$ cat src/rtl/muldiv.sv
// muldiv: iterative 32-bit multiply/divide unit with HI/LO result registers.
// Signed and unsigned multiply (shift-add) and divide (restoring shift-subtract)
// work on operand magnitudes. A final FIX cycle applies the sign correction and
// writes HI/LO.
// Ports:
//   clk, reset        - rising-edge clock, synchronous active-high reset
//   start, op, a, b   - operation request (op: 00 MULT, 01 MULTU, 10 DIV, 11 DIVU)
//   whi, wlo, wd      - direct HI/LO writes, honoured only while idle
//   busy, done        - operation in progress / one-cycle completion pulse
//   hi, lo            - HI (product high / remainder), LO (product low / quotient)
module muldiv (
  input  logic        clk,
  input  logic        reset,
  input  logic        start,
  input  logic [1:0]  op,
  input  logic [31:0] a,
  input  logic [31:0] b,
  input  logic        whi,
  input  logic        wlo,
  input  logic [31:0] wd,
  output logic        busy,
  output logic        done,
  output logic [31:0] hi,
  output logic [31:0] lo
);

  localparam int unsigned W  = 32;
  localparam int unsigned CW = 6;
  // Count 0 loads the magnitudes; counts 1..32 are the 32 single-bit iterations.
  localparam logic [CW-1:0] LAST_CNT = CW'(W);

  typedef enum logic [1:0] {S_IDLE, S_MUL, S_DIV, S_FIX} state_e;

  state_e            state_q, state_d;
  logic [CW-1:0]     cnt_q, cnt_d;
  logic [1:0]        op_q, op_d;
  logic [W-1:0]      a_q, a_d, b_q, b_d;
  logic [2*W-1:0]    acc_q, acc_d;
  logic [W-1:0]      rem_q, rem_d, quo_q, quo_d;
  logic [W-1:0]      hi_q, hi_d, lo_q, lo_d;
  logic              busy_q, busy_d, done_q, done_d;

  // Operand magnitudes and signs of the latched operation.
  logic              is_signed, a_neg, b_neg;
  logic [W-1:0]      a_mag, b_mag;
  assign is_signed = ~op_q[0];
  assign a_neg     = is_signed & a_q[W-1];
  assign b_neg     = is_signed & b_q[W-1];
  assign a_mag     = a_neg ? (W'(0) - a_q) : a_q;
  assign b_mag     = b_neg ? (W'(0) - b_q) : b_q;

  // One shift-add multiply step: multiplier sits in acc low half, shifts right.
  logic [W:0]        mul_sum;
  logic [2*W-1:0]    acc_next;
  assign mul_sum  = {1'b0, acc_q[2*W-1:W]} + (acc_q[0] ? {1'b0, b_mag} : (W+1)'(0));
  assign acc_next = {mul_sum, acc_q[W-1:1]};

  // One restoring divide step on the 33-bit shifted partial remainder.
  logic [W:0]        rem_sh;
  logic              div_ge;
  logic [W-1:0]      rem_sub;
  assign rem_sh  = {rem_q, quo_q[W-1]};
  assign div_ge  = rem_sh >= {1'b0, b_mag};
  assign rem_sub = W'(rem_sh - {1'b0, b_mag});

  // Sign-corrected results used in FIX.
  logic [2*W-1:0]    prod_fix;
  logic [W-1:0]      quo_fix, rem_fix;
  assign prod_fix = (a_neg ^ b_neg) ? ((2*W)'(0) - acc_q) : acc_q;
  assign quo_fix  = (a_neg ^ b_neg) ? (W'(0) - quo_q) : quo_q;
  assign rem_fix  = a_neg ? (W'(0) - rem_q) : rem_q;

  // State and datapath registers.
  always_ff @(posedge clk) begin
    if (reset) begin
      state_q <= S_IDLE;
      cnt_q   <= '0;
      op_q    <= '0;
      a_q     <= '0;
      b_q     <= '0;
      acc_q   <= '0;
      rem_q   <= '0;
      quo_q   <= '0;
      hi_q    <= '0;
      lo_q    <= '0;
      busy_q  <= 1'b0;
      done_q  <= 1'b0;
    end else begin
      state_q <= state_d;
      cnt_q   <= cnt_d;
      op_q    <= op_d;
      a_q     <= a_d;
      b_q     <= b_d;
      acc_q   <= acc_d;
      rem_q   <= rem_d;
      quo_q   <= quo_d;
      hi_q    <= hi_d;
      lo_q    <= lo_d;
      busy_q  <= busy_d;
      done_q  <= done_d;
    end
  end

  // Next-state and datapath logic.
  always_comb begin
    state_d = state_q;
    cnt_d   = cnt_q;
    op_d    = op_q;
    a_d     = a_q;
    b_d     = b_q;
    acc_d   = acc_q;
    rem_d   = rem_q;
    quo_d   = quo_q;
    hi_d    = hi_q;
    lo_d    = lo_q;
    done_d  = 1'b0;

    unique case (state_q)
      S_IDLE: begin
        cnt_d = '0;
        if (whi) hi_d = wd;
        if (wlo) lo_d = wd;
        if (start) begin
          op_d    = op;
          a_d     = a;
          b_d     = b;
          state_d = op[1] ? S_DIV : S_MUL;
        end
      end
      S_MUL: begin
        acc_d = (cnt_q == '0) ? {W'(0), a_mag} : acc_next;
        cnt_d = cnt_q + CW'(1);
        if (cnt_q == LAST_CNT) state_d = S_FIX;
      end
      S_DIV: begin
        if (cnt_q == '0) begin
          rem_d = '0;
          quo_d = a_mag;
        end else begin
          rem_d = div_ge ? rem_sub : rem_sh[W-1:0];
          quo_d = {quo_q[W-2:0], div_ge};
        end
        cnt_d = cnt_q + CW'(1);
        if (cnt_q == LAST_CNT) state_d = S_FIX;
      end
      S_FIX: begin
        if (!op_q[1]) begin
          hi_d = prod_fix[2*W-1:W];
          lo_d = prod_fix[W-1:0];
        end else if (b_q == '0) begin
          // Divide by zero: all-ones quotient, dividend passed through.
          hi_d = a_q;
          lo_d = '1;
        end else begin
          hi_d = rem_fix;
          lo_d = quo_fix;
        end
        done_d  = 1'b1;
        cnt_d   = '0;
        state_d = S_IDLE;
      end
      default: state_d = S_IDLE;
    endcase

    busy_d = (state_d != S_IDLE);
  end

  assign busy = busy_q;
  assign done = done_q;
  assign hi   = hi_q;
  assign lo   = lo_q;

endmodule

$ cat config.mk
export PLATFORM = sky130hd
export DESIGN_NAME = muldiv
export DESIGN_NICKNAME = d
export VERILOG_FILES = /design/src/rtl/muldiv.sv
export SDC_FILE = /design/constraint.sdc
export NUM_CORES = 1
export LEC_CHECK = 0
export BUFFER_PORTS_ARGS = -buffer_cell sky130_fd_sc_hd__buf_2
export CORE_MARGIN = 4
export CORE_UTILIZATION = 55
export CTS_CLUSTER_DIAMETER = 50
export DETAILED_ROUTE_END_ITERATION = 12
export PLACE_DENSITY = 0.78
export RECOVER_POWER = 100
export SYNTH_ARGS = -nofsm -noshare
export SYNTH_HDL_FRONTEND = slang
export SYNTH_SLANG_ARGS = --single-unit
$ cat constraint.sdc
create_clock -name clk -period 13.4 [get_ports clk]
set_input_delay 1.34 -clock clk [delete_from_list [all_inputs] [get_ports clk]]
set_output_delay 1.34 -clock clk [all_outputs]
set_load 0.05 [all_outputs]
==> reports/summary.json <==
{
  "logic_synthesis": {
    "syn-num-nets": 2710,
    "yosysWarningCount": 0,
    "asyncSetResetFlopFracSynth": 0,
    "synth_most_common_cell": "nand2_1",
    "netlist.top_cell.by_area": "dfxtp_1",
    "synth.top_cells.by_area": "dfxtp_1 (28%), a21oi_1 (8.0%), nand2_1 (6.7%), xnor2_1 (5.7%), xor2_1 (5.1%)",
    "synth_flop_cell": "dfxtp_1",
    "yosys.area.top_type_share": 0.284,
    "synth_edf_count": 0,
    "synth-seq-cells": 268,
    "postSynthCellCount": 2530,
    "seq_area_frac_synth": 0.284,
    "post_synth_most_frequent_cells": "nand2_1 (338), a21oi_1 (300), dfxtp_1 (268)",
    "ys_types": 90,
    "synth_area_mm2": 0.0189,
    "synthesis.area_per_instance_um2": 7.46
  },
  "grt": {
    "groute.usage.overall": 0.340,
    "vias_in_the_first_global_route": 18100,
    "grt_antenna_before_repair": 4,
    "maximum_number_of_pins_on_one_net_before_global_route_repair": 98,
    "grt_first_pass_wirelength_um": 105000,
    "grt_overflow_total": 0
  },
  "clock_tree": {
    "cts_repair_resize_count": 0,
    "clk_latency_ps": 540,
    "tritoncts_sink_count": 268,
    "cts_setup_buffers": 0,
    "clockBufferDepth": 3,
    "cts-root-buf": "clkbuf_16",
    "tritoncts": "yes",
    "ctsHtreeMaxLevel": 2,
    "cts_hold_buf": 0,
    "cts-buffers-inserted": 37,
    "cts.reportedPaths.clkPinSlew_ps": 60
  },
  "power_and_ir_drop": {
    "p_total_mw": 3.48,
    "ir_drop_v": 0.000114,
    "p_leak_nw": 8.55,
    "power.density_mw_per_mm2": 165
  },
  "floorplanning": {
    "die_h_um": 193,
    "die_area_mm2": 0.0373,
    "core_area_mm2": 0.0337,
    "cell_row_count": 67,
    "initial_utilization": 0.560,
    "ios": 169,
    "fp.dieW_um": 193
  },
  "timing": {
    "finalHoldViolCount": 0,
    "worst_pin_slew_ps": 3670,
    "slack_of_the_critical_path_ps": 5540,
    "maximum_operating_frequency_ghz": 0.127,
    "setup_total_negative_slack_ps": 0,
    "max-slew-margin-rel": -1.44,
    "timing.final.crit_period_ps": 7860,
    "unrepaired_setup_endpoints_after_global_routing": "no",
    "timing_max_transition_violations_final": 269,
    "worst_clock_skew_ps": 19.2,
    "setup-violations-final": 0,
    "min_period_over_period": 0.587
  },
  "layout": {
    "nFillCells": 3070,
    "post_route_cells_drive_above_1_share": 0.0867,
    "syn2layout_area_growth_pct": 11.7,
    "antenna_cells": 0,
    "final_net_count": 2773,
    "final_design_area_no_fill_mm2": 0.0211
  },
  "worst_setup_path": {
    "worstPathRequired_ps": 13810,
    "launch_point_of_the_critical_path": "reset",
    "critPathLaunchType": "input pin",
    "crit_buf_inv": 3,
    "criticalPathCategory": "in2reg",
    "worst_ep_arrival_time_ps": 8270,
    "r2r_start": "b_q[2]$_SDFFE_PP0P_",
    "critical-path-max-stage-delay_ps": 2540,
    "worst_path_most_repeated_cell": "clkbuf_1",
    "cp_top_family": "buffers and inverters",
    "path_max_fanout": 80,
    "critical_path.slowest_cell": "clkbuf_1",
    "timing.critical_path.cells": "clkbuf_1 > clkbuf_1 > nor2_1 > clkbuf_1 > a221o_1",
    "r2r_slack_ps": 7600,
    "cp-end-kind": "flop"
  },
  "routing": {
    "post-route-drc-count": 0,
    "routed_wire_length_per_instance_um": 22.2,
    "detailedRoute.firstPassIterationCount": 7,
    "via_per_inst": 6.51,
    "initialDrtViolationCount": 2488,
    "detail-route-antenna-nets": 0,
    "route.vias.total": 20000,
    "totalWireLength_um": 68200
  },
  "outcome": {
    "run_status": "finished, violations left",
    "failed_checks": "max-capacitance violations, max-slew violations"
  },
  "job": {
    "drv_cap": 4
  },
  "placed_design": {
    "port_buffers": 168,
    "placement.cell_area_mm2": 0.0198,
    "finalWeightedCongestion": 0.998,
    "dpl.hpwl_um": 50500,
    "dp_worst_setup_slack_ps": 8000
  },
  "hold_path": {
    "worstHoldPathType": "reg2reg",
    "holdCritStartpoint": "hi[11]$_SDFFE_PP0P_"
  }
}
## power breakdown
group / switching [mW] / total [mW] / internal (mW)
clock: 0.397 / 1.11 / 0.717
sequential: 0.110 / 0.990 / 0.880
combinational: 0.947 / 1.37 / 0.424
total: 1.45 / 3.48 / 2.02
## path summary, 6_finish.rpt
path,depth (start not counted),endpoint
setup / recovery,5,rem_q[31]$_SDFFE_PP0N_
hold / removal,2,hi[11]$_SDFFE_PP0P_
setup reg to reg,15,rem_q[31]$_SDFFE_PP0N_
hold reg to reg,2,hi[11]$_SDFFE_PP0P_
## worst register-to-register path: stages (launching register included)
cell	delay [ps]
dfxtp_1	380
or4_4	580
nor4_1	460
nand2_1	210
o21ai_0	500
o21ai_0	220
xnor2_1	200
ha_1	440
nand4_1	220
nor4_1	620
a221oi_1	270
o2111a_1	230
a211oi_4	150
buf_4	500
mux2_2	410
a221o_1	290
## stage by stage
step / hold WS (ps) / util / instances
global placement: 446 / 0.589 / 3002
floorplan: 438 / - / 2530
global route: 488 / 0.626 / 3066
CTS: 465 / 0.630 / 3066
finish: 470 / 0.626 / 3066
detailed placement: 458 / 0.589 / 3002
## placed cells by master (no fill, tap or decap), types with 49 or more instances in the layout
cell / n
nand2_1: 336
a21oi_1: 299
dfxtp_1: 267
nor2_1: 240
o21ai_0: 151
xnor2_1: 122
xor2_1: 110
buf_2: 101
o211ai_1: 81
nand2b_1: 77
ha_1: 74
clkbuf_1: 72
inv_1: 49
## registers in the layout (all words and copies together), names as in the netlist
| signal | count |
|---|---|
| hi | 32 |
| b_q | 32 |
| busy | 1 |
| cnt_q | 6 |
| a_q | 32 |
| done | 1 |
| acc_q | 64 |
| rem_q | 32 |
| quo_q | 32 |
| state_q | 2 |
| op_q | 2 |
| lo | 32 |
## kinds of logic (layout without fill, tap and decap cells)
logic type               Yosys count  after routing  share of synthesized area
AND/OR/NAND/NOR                  903            903                      0.228
AO/OA/AOI/OAI                    806            806                      0.269
buffers and inverters            217            305                     0.0449
XOR/XNOR                         232            232                      0.108
adder cells (fa/ha/maj)           77             77                     0.0518
flip-flops                       268            268                      0.284
multiplexers                      27             27                     0.0144
## final cells by class
class	count	area, um2	area share
Sequential cell	268	5370	0.255
Tap cell	448	561	0.0266
Inverter	49	184	0.00872
Clock buffer	42	1010	0.0478
Multi-Input combinational cell	2045	12700	0.601
Clock inverter	22	370	0.0176
Timing Repair Buffer	192	922	0.0437
## metal layers
layer	global-route usage	part of all wire	up-vias
met3	0.0718	0.10	206
met4	0.124	0.041	6
met2	0.538	0.44	1124
met1	0.462	0.41	9397
li1	-	-	9219
met5	0	0.00054	-
(Power assumes the default switching activity.)
